File: config.mk
export PLATFORM = sky130hd
export DESIGN_NAME = calculate_rr_sched
export DESIGN_NICKNAME = d
export VERILOG_FILES = /design/src/rtl/calculate_sched_pkg.sv /design/src/rtl/calculate_rr_sched_rr_pick.sv /design/src/rtl/calculate_rr_sched.sv
export SDC_FILE = /design/constraint.sdc
export NUM_CORES = 1
export LEC_CHECK = 0
export BUFFER_PORTS_ARGS = -buffer_cell sky130_fd_sc_hd__buf_2
export CORE_AREA = 5 5 156 158
export DETAILED_ROUTE_END_ITERATION = 16
export DIE_AREA = 0 0 161 163
export PLACE_DENSITY_LB_ADDON = 0.05
export SLEW_MARGIN = 20
export SYNTH_ARGS = -nofsm -noshare
export SYNTH_HDL_FRONTEND = slang
export SYNTH_SLANG_ARGS = --single-unit
export TNS_END_PERCENT = 5
File: constraint.sdc
create_clock -name ap_clk -period 2.55 [get_ports ap_clk]
set_clock_uncertainty 0.2 [all_clocks]
set_input_delay 0.3825 -clock ap_clk [delete_from_list [all_inputs] [get_ports ap_clk]]
set_output_delay 0.3825 -clock ap_clk [all_outputs]
set_load 0.05 [all_outputs]
File: src/rtl/calculate_sched_pkg.sv
// Shared types and constants for the calculate round-robin scheduler.
package calculate_sched_pkg;

    localparam int CALC_W      = 32;
    localparam int NREQ_DEF    = 4;
    localparam int TIMEOUT_DEF = 16;

    typedef enum logic [1:0] {
        S_IDLE  = 2'd0,
        S_START = 2'd1,
        S_WAIT  = 2'd2,
        S_RESP  = 2'd3
    } sched_state_e;

endpackage

File: src/rtl/calculate_rr_sched_rr_pick.sv
// Combinational round-robin picker: first set request at or after ptr, wrapping.
module rr_pick #(
    parameter int NREQ = 4,
    parameter int IDW  = 2
) (
    input  logic [NREQ-1:0] req,
    input  logic [IDW-1:0]  ptr,
    output logic [NREQ-1:0] grant,
    output logic [IDW-1:0]  idx,
    output logic            any
);

    logic [NREQ-1:0] rot;
    int              sel;

    // Rotate so bit 0 is the requester at ptr, take the lowest set bit, map back.
    always_comb begin
        rot   = NREQ'({req, req} >> ptr);
        any   = 1'b0;
        sel   = 0;
        for (int i = 0; i < NREQ; i++) begin
            if (!any && rot[i]) begin
                any = 1'b1;
                sel = i;
            end
        end
        idx   = IDW'((int'(ptr) + sel) % NREQ);
        grant = '0;
        for (int j = 0; j < NREQ; j++) begin
            grant[j] = any && (idx == IDW'(j));
        end
    end

endmodule

File: src/rtl/calculate_rr_sched.sv
// Round-robin scheduler sharing one ap_ctrl_hs `calculate` core between requesters.
//
//   state   | meaning
//   --------+-----------------------------------------------------------
//   S_IDLE  | pick a requester, latch its operands, pulse req_ready
//   S_START | core_ap_start high, combinational core completes here
//   S_WAIT  | waiting on ap_done; watchdog counts toward TIMEOUT-1
//   S_RESP  | result presented, held until resp_ready
module calculate_rr_sched
    import calculate_sched_pkg::*;
#(
    parameter int NREQ    = NREQ_DEF,
    parameter int IDW     = 2,
    parameter int TIMEOUT = TIMEOUT_DEF
) (
    input  logic                   ap_clk,
    input  logic                   ap_rst,
    input  logic [NREQ-1:0]        req_valid,
    input  logic [NREQ*CALC_W-1:0] req_a,
    input  logic [NREQ*CALC_W-1:0] req_b,
    output logic [NREQ-1:0]        req_ready,
    output logic                   resp_valid,
    input  logic                   resp_ready,
    output logic [IDW-1:0]         resp_id,
    output logic [CALC_W-1:0]      resp_data,
    output logic                   resp_err,
    output logic                   core_ap_start,
    output logic [CALC_W-1:0]      core_a,
    output logic [CALC_W-1:0]      core_b,
    input  logic                   core_ap_done,
    input  logic                   core_ap_ready,
    input  logic                   core_ap_idle,
    input  logic [CALC_W-1:0]      core_ap_return,
    output logic                   busy
);

    localparam int WCW = (TIMEOUT > 1) ? $clog2(TIMEOUT) : 1;

    sched_state_e      state_q, state_d;
    logic [IDW-1:0]    ptr_q, ptr_d;
    logic [IDW-1:0]    resp_id_q, resp_id_d;
    logic [CALC_W-1:0] core_a_q, core_a_d;
    logic [CALC_W-1:0] core_b_q, core_b_d;
    logic [CALC_W-1:0] resp_data_q, resp_data_d;
    logic              resp_err_q, resp_err_d;
    logic              start_q, start_d;
    logic [WCW-1:0]    wcnt_q, wcnt_d;

    logic [NREQ-1:0]   grant;
    logic [IDW-1:0]    grant_idx;
    logic              grant_any;

    // ap_idle carries nothing the scheduler needs; done/ready fully describe the core.
    logic              unused_idle;
    assign unused_idle = core_ap_idle;

    rr_pick #(
        .NREQ (NREQ),
        .IDW  (IDW)
    ) u_pick (
        .req   (req_valid),
        .ptr   (ptr_q),
        .grant (grant),
        .idx   (grant_idx),
        .any   (grant_any)
    );

    // State register and datapath flops.
    always_ff @(posedge ap_clk) begin
        if (ap_rst) begin
            state_q     <= S_IDLE;
            ptr_q       <= '0;
            resp_id_q   <= '0;
            core_a_q    <= '0;
            core_b_q    <= '0;
            resp_data_q <= '0;
            resp_err_q  <= 1'b0;
            start_q     <= 1'b0;
            wcnt_q      <= '0;
        end else begin
            state_q     <= state_d;
            ptr_q       <= ptr_d;
            resp_id_q   <= resp_id_d;
            core_a_q    <= core_a_d;
            core_b_q    <= core_b_d;
            resp_data_q <= resp_data_d;
            resp_err_q  <= resp_err_d;
            start_q     <= start_d;
            wcnt_q      <= wcnt_d;
        end
    end

    // Next-state and datapath updates; done beats the watchdog when both hit.
    always_comb begin
        state_d     = state_q;
        ptr_d       = ptr_q;
        resp_id_d   = resp_id_q;
        core_a_d    = core_a_q;
        core_b_d    = core_b_q;
        resp_data_d = resp_data_q;
        resp_err_d  = resp_err_q;
        start_d     = start_q;
        wcnt_d      = wcnt_q;
        case (state_q)
            S_IDLE: begin
                if (grant_any) begin
                    for (int j = 0; j < NREQ; j++) begin
                        if (grant[j]) begin
                            core_a_d = req_a[j*CALC_W +: CALC_W];
                            core_b_d = req_b[j*CALC_W +: CALC_W];
                        end
                    end
                    resp_id_d = grant_idx;
                    start_d   = 1'b1;
                    state_d   = S_START;
                end
            end
            S_START: begin
                wcnt_d = '0;
                if (core_ap_done) begin
                    resp_data_d = core_ap_return;
                    resp_err_d  = 1'b0;
                    start_d     = 1'b0;
                    state_d     = S_RESP;
                end else begin
                    if (core_ap_ready) begin
                        start_d = 1'b0;
                    end
                    state_d = S_WAIT;
                end
            end
            S_WAIT: begin
                wcnt_d = wcnt_q + WCW'(1);
                if (core_ap_ready) begin
                    start_d = 1'b0;
                end
                if (core_ap_done) begin
                    resp_data_d = core_ap_return;
                    resp_err_d  = 1'b0;
                    start_d     = 1'b0;
                    state_d     = S_RESP;
                end else if (wcnt_q == WCW'(TIMEOUT - 1)) begin
                    resp_data_d = '0;
                    resp_err_d  = 1'b1;
                    start_d     = 1'b0;
                    state_d     = S_RESP;
                end
            end
            S_RESP: begin
                start_d = 1'b0;
                if (resp_ready) begin
                    ptr_d   = (resp_id_q == IDW'(NREQ - 1)) ? '0 : resp_id_q + IDW'(1);
                    state_d = S_IDLE;
                end
            end
            default: state_d = S_IDLE;
        endcase
    end

    // Outputs decoded from state; req_ready only ever pulses in IDLE.
    always_comb begin
        req_ready  = (state_q == S_IDLE) ? grant : '0;
        resp_valid = (state_q == S_RESP);
        busy       = (state_q != S_IDLE);
    end

    assign resp_id       = resp_id_q;
    assign resp_data     = resp_data_q;
    assign resp_err      = resp_err_q;
    assign core_ap_start = start_q;
    assign core_a        = core_a_q;
    assign core_b        = core_b_q;

endmodule

---- Word-level counts from Yosys, hierarchy flattened ----
Cells that the tools add are included.
operators by class
  equality and inequality tests ........... 12
  $add $sub $neg .......................... 3
  reduce and logical (&&, ||, !) cells .... 20
  shifts and indexed selects .............. 1
  mux-type cells .......................... 38
operators by type and width
  kind                                            number
  two-way mux 32 bit                              11
  one-hot mux 32 bit (2 select lines)             1
  two-way mux 1 bit                               14
  two-way mux 2 bit                               7
  == test 2 bit (second input constant)           5
  AND reduction 3 bit                             3
  one-hot mux 2 bit (4 select lines)              1
  one-hot mux 4 bit (2 select lines)              1
  right shift 8 x 2 -> 4 bit                      1
  logical AND 1 bit                               7
  adder 4 x 1 -> 4 bit (second input constant)    1
  == test 2 x 1 -> 1 bit (second input constant)  2
  == test 4 bit (second input constant)           1
  logical NOT 2 bit                               2
  two-way mux 4 bit                               1
  != test 2 bit (second input constant)           2
  one-hot mux 1 bit (4 select lines)              1
  AND reduction 2 bit                             2
  nonzero test 2 bit                              2
  nonzero test 4 bit                              1
  logical NOT 1 bit                               3
  != test 3 bit (second input constant)           1
  adder 2 x 1 -> 2 bit (second input constant)    1
  adder 2 bit                                     1
  other kinds (2)                                 2
storage, ports and cells
  output and inout port bits .............. 106
  logic and storage cells ................. 83
  register bits after elaboration ......... 108

---- Longest topological paths before layout ----
  depth in word-level cells ............... 18
  depth in mapped cells ................... 15
  mapped depth without buffers ............ 11

---- By module ----
Synthesis repeated with hierarchy kept, for this count alone.
second synthesis, totals
  cells, all modules ...................... 647
  area, all modules ....................... 6371.1 sq um
modules (own cells, without submodules)
  module              cells an instance  seq. area each (sq um)  area an instance (sq um)  instances
  calculate_rr_sched  607                2162.1                  6093.3                    1
  rr_pick             40                 0.0                     277.8                     1

---- Worst setup path after synthesis ----
Ideal clock, no wire load.
  path type ............................... input-to-output
  from .................................... in req_valid[0]
  to ...................................... out req_ready[0]
  path slack .............................. -1.101 ns
  arrival ................................. 3.068 ns
  path buffers ............................ 3
  cell stages on the path ................. 9
  required time ........................... 1.967 ns
  cell sequence ........................... buf_2 > or4_1 > o2111ai_1 > ha_1 > xnor2_1 > xor2_1 > buf_6 > buf_6 > nor3_1
on the way
  word-level cells in the longest chain between the ends .. 15
  elaborated cells between the ends (all ways) .. 18
RTL lines
  element                       RTL line                          source
  from (decl)                   calculate_rr_sched.sv:18          input logic [NREQ-1:0] req_valid,
  right shift 8 x 2 -> 4 bit *  calculate_rr_sched_rr_pick.sv:18  rot = NREQ'({req, req} >> ptr);
  two-way mux 1 bit             calculate_rr_sched_rr_pick.sv:22  if (!any && rot[i]) begin
  logical NOT 1 bit             calculate_rr_sched_rr_pick.sv:22
  logical AND 1 bit             calculate_rr_sched_rr_pick.sv:22
  two-way mux 1 bit             calculate_rr_sched_rr_pick.sv:22
  logical NOT 1 bit             calculate_rr_sched_rr_pick.sv:22
  logical AND 1 bit             calculate_rr_sched_rr_pick.sv:22
  two-way mux 1 bit             calculate_rr_sched_rr_pick.sv:22
  logical NOT 1 bit             calculate_rr_sched_rr_pick.sv:22
  logical AND 1 bit             calculate_rr_sched_rr_pick.sv:22
  two-way mux 2 bit             calculate_rr_sched_rr_pick.sv:22
  adder 2 bit                   calculate_rr_sched_rr_pick.sv:27  idx = IDW'((int'(ptr) + sel) % NREQ);
  logical NOT 2 bit             calculate_rr_sched_rr_pick.sv:30  grant[j] = any && (idx == IDW'(j));
  logical AND 1 bit *           calculate_rr_sched_rr_pick.sv:30
  two-way mux 4 bit *           calculate_rr_sched.sv:162         req_ready = (state_q == S_IDLE) ? grant : '0;
  to (decl)                     calculate_rr_sched.sv:21          output logic [NREQ-1:0] req_ready,
Mark *: on every way between the ends. The rest lies on a longest branch, timed or not.

---- Worst setup path in the final report ----
  from .................................... reg ptr_q[0]
  to ...................................... out req_ready[0]
on the way
  word-level cells in the longest chain between the ends .. 15
  elaborated cells between the ends (all ways) .. 18
RTL lines
  element                     RTL line                          source
  from (decl)                 calculate_rr_sched.sv:40          logic [IDW-1:0] ptr_q, ptr_d;
  from (signal assigned)      calculate_rr_sched.sv:82          ptr_q <= ptr_d;
  right shift 8 x 2 -> 4 bit  calculate_rr_sched_rr_pick.sv:18
  two-way mux 1 bit           calculate_rr_sched_rr_pick.sv:22
  logical NOT 1 bit           calculate_rr_sched_rr_pick.sv:22
  logical AND 1 bit           calculate_rr_sched_rr_pick.sv:22
  two-way mux 1 bit           calculate_rr_sched_rr_pick.sv:22
  logical NOT 1 bit           calculate_rr_sched_rr_pick.sv:22
  logical AND 1 bit           calculate_rr_sched_rr_pick.sv:22
  two-way mux 1 bit           calculate_rr_sched_rr_pick.sv:22
  logical NOT 1 bit           calculate_rr_sched_rr_pick.sv:22
  logical AND 1 bit           calculate_rr_sched_rr_pick.sv:22
  two-way mux 2 bit           calculate_rr_sched_rr_pick.sv:22
  adder 2 bit                 calculate_rr_sched_rr_pick.sv:27
  logical NOT 2 bit           calculate_rr_sched_rr_pick.sv:30
  logical AND 1 bit *         calculate_rr_sched_rr_pick.sv:30
  two-way mux 4 bit *         calculate_rr_sched.sv:162
Marks and branches as above.

==> metrics.yaml <==
status:
  status: "complete, but fails checks"
  violations: "negative setup slack"
sta:
  fmax_ghz: 0.350
  tns_ns: -4.08
  period_minus_slack_ns: 2.86
  finalMaxSlewViolations: 0
  period_share: 1.12
  final.setup.worst_slack_ns: -0.311
  slew_headroom: 0.469
  final-setup-viol-count: 62
  final-hold-violation-count: 0
  whs_ns: 0.0541
  rsz0062_at_grt: "yes"
  worst_pin_slew_ns: 0.797
clocking:
  clk_pin_slew_ns: 0.09
  root_buffer: "clkbuf_16"
  cts-buffers-inserted: 9
  clock-sinks: 108
  htreeDepth: 3
  cts_tree: "yes"
  clk_path_buf_depth: 2
  clk_latency_ns: 0.36
floorplan:
  initial_core_util: 0.289
  die_area_um2: 26200
  die_height_um: 163
  rows: 56
  core_um2: 23000
  io_pins: 404
  dieWidth_um: 161
global_route:
  grt_max_degree: 71
  use_met3: 0.0625
  grt_busiest_layer: "met2"
  grt.total_usage: 0.202
  grt_overflow: 0
  use_met1: 0.253
  grt_pass1_wl_mm: 42.3
  antenna_found_initial: 0
  grtUsageMet2: 0.343
  grt_pass1_vias: 7441
finish:
  multi_input_area_um2: 4190
  register_area_um2: 2170
  drive_above_1_share: 0.424
  fin_area_um2: 9720
  final_util: 0.423
  nets: 1548
  syn_to_final_growth_pct: 46.4
  diodes: 0
  fillers: 2433
logic_synthesis:
  yosysUniqueCellTypes: 42
  synth_top_flop_cell: "dfxtp_1"
  synthArstFlopShare: 0
  synthDominantCellAreaShare: 0.326
  synth_area_um2: 6640
  yosys_warnings: 0
  synth-seq-cells: 108
  synth.most_common_cell: "nor2_1"
  synth_top_area_cell: "dfxtp_1"
  syn_nets: 1166
  synth-edff-count: 0
  avgSynthCellArea_um2: 7.71
  synthTopCellsByArea: "dfxtp_1, mux2i_1, nor2_1"
  synth_cells: 861
  synth_seq_area_share: 0.326
  synth_common_cells: "nor2_1, nand2_1, dfxtp_1"
worst_hold_path:
  holdCritPathClass: "input port to flop"
  min_from: "core_ap_return[25]"
  hold_depth: 3
  min_to: "resp_data[25]$_SDFFE_PP0P_"
placed_design:
  portBuffers: 402
  dpl-instance-area_um2: 9230
  gp_congestion: 0.781
  hpwl_mm: 20.8
  post-place-ws_ns: -0.372
critical_path:
  r2r_slack_ns: -0.09
  cpPeakStageDelay_ns: 0.50
  r2r-start: "ptr_q[0]$_SDFFE_PP0P_"
  worstSetupEndpointType: "primary output"
  ff2ff_path_depth: 9
  crit_path_top_delay_cell: "or4_4"
  arrival_ns: 2.28
  cp_max_fo: 7
  start_kind: "flop"
  reg2reg_to: "core_b[2]$_SDFFE_PP0P_"
  critPathRequiredTime_ns: 1.97
  path_cells: "or4_4 > o2111ai_4 > ha_4 > xnor2_4 > buf_12 > xor2_4 > nor3_4 > buf_6"
  crit_type: "flop to primary output"
detailed_routing:
  drc: 0
  vias_per_cell: 4.91
  first_pass_iters: 5
  drtAntennaViolNets: 0
  vias: 7555
  drtIter0Drc: 337
  drt_wl_total_mm: 27.8
  wire_per_inst_um: 18.1
power_and_ir_drop:
  p_per_area_nw_per_um2: 1180
  p_leak_nw: 4.81
  max-vdd-ir-drop_mv: 0.499
job:
  drv_cap: 0
-- layout by cell type, fill, tap and decap left out, types with 2 or more instances in the layout --
cell type,n
clkbuf_16,9
buf_12,12
o21bai_1,31
buf_6,8
a31oi_1,31
nor3_4,3
buf_2,397
nor3_1,4
clkinv_8,3
nand2b_1,3
dfxtp_1,107
nor2_1,140
o21ai_0,38
a21oi_1,12
mux2_2,33
nor2_4,4
a221oi_1,25
inv_1,35
a221oi_2,6
a22oi_1,32
a211oi_1,31
nand3_1,36
inv_8,2
xnor2_4,2
buf_4,32
nand3b_1,2
mux2i_1,65
ha_1,6
nand2_1,112
-- critical path: cells and delay by family (launching register included) --
kind	cells	cell delay, ns
AND/OR/NAND/NOR	2	0.68
AO/OA/AOI/OAI	1	0.11
adder cells (fa/ha/maj)	1	0.19
XOR/XNOR	2	0.24
flip-flops	1	0.38
buffers and inverters	2	0.32
-- cell families (layout without fill, tap and decap cells) --
group                      count (synthesis)  count (layout)  synth area share
muxes                                     98              98             0.154
xor gates and xnor gates                   3               3           0.00396
AOI/OAI and AO/OA                        217             217             0.234
buffers and inverters                    114             501            0.0735
and+or+nand+nor                          314             314             0.196
adders and majority gates                  7               7            0.0132
DFF                                      108             108             0.326
-- worst max-delay path by stage --
stage | from | to | slack [ns] | cells after the start
final | ptr_q[0]$_SDFFE_PP0P_ | req_ready[0] | -0.31 | 8
after floorplan | req_valid[2] | req_ready[0] | -0.38 | 9
after CTS | ptr_q[0]$_SDFFE_PP0P_ | req_ready[0] | -0.33 | 8
after detailed placement | req_valid[1] | req_ready[2] | -0.37 | 10
after global placement | req_valid[1] | req_ready[2] | -0.38 | 10
after global routing | ptr_q[0]$_SDFFE_PP0P_ | req_ready[0] | -0.39 | 8
-- area by class of cell --
class | instances | share of cell area
clock buffer | 9 | 0.0232
tap | 290 | 0.0373
inverter | 36 | 0.0139
clock inverter | 7 | 0.00914
sequential | 108 | 0.223
timing repair buffer | 449 | 0.263
multi-input combinational | 639 | 0.431
-- flip-flops by register name, summed over array words and instances, names as in the netlist --
signal and flops:
core_b 32, state_q 2, core_ap_start 1, resp_data 32, core_a 32, ptr_q 2
resp_err 1, resp_id 2, wcnt_q 4
-- report_power, final --
part           internal, mW  total [mW]  switching, mW  leakage, nW
Clock                 0.710        1.49          0.778        0.152
Combinational          2.11        7.18           5.07         3.77
Sequential             2.33        2.76          0.421        0.892
Total                  5.16        11.4           6.27         4.81
-- layer usage --
layer | share of wire | vias to the layer above
met5 | 0 | -
met4 | 0.012 | 0
met3 | 0.083 | 18
met2 | 0.49 | 282
met1 | 0.42 | 3447
li1 | - | 3808
-- repair_timing --
action / 4_1_cts / 5_1_grt
setup endpoints to repair: 68 / 70
hold buffers: 0 / 0
resized for setup: 25 / 4
pin swaps: 9 / 5
setup buffers: 4 / 2
-- metrics by stage --
stage / instances / power [mW]
after detailed placement: 1518 / 9.95
after floorplan: 861 / 7.80
after global placement: 1518 / 9.97
final: 1538 / 11.4
after global routing: 1538 / 12.2
after CTS: 1537 / 11.5
Power figures use the tool's default switching activity.
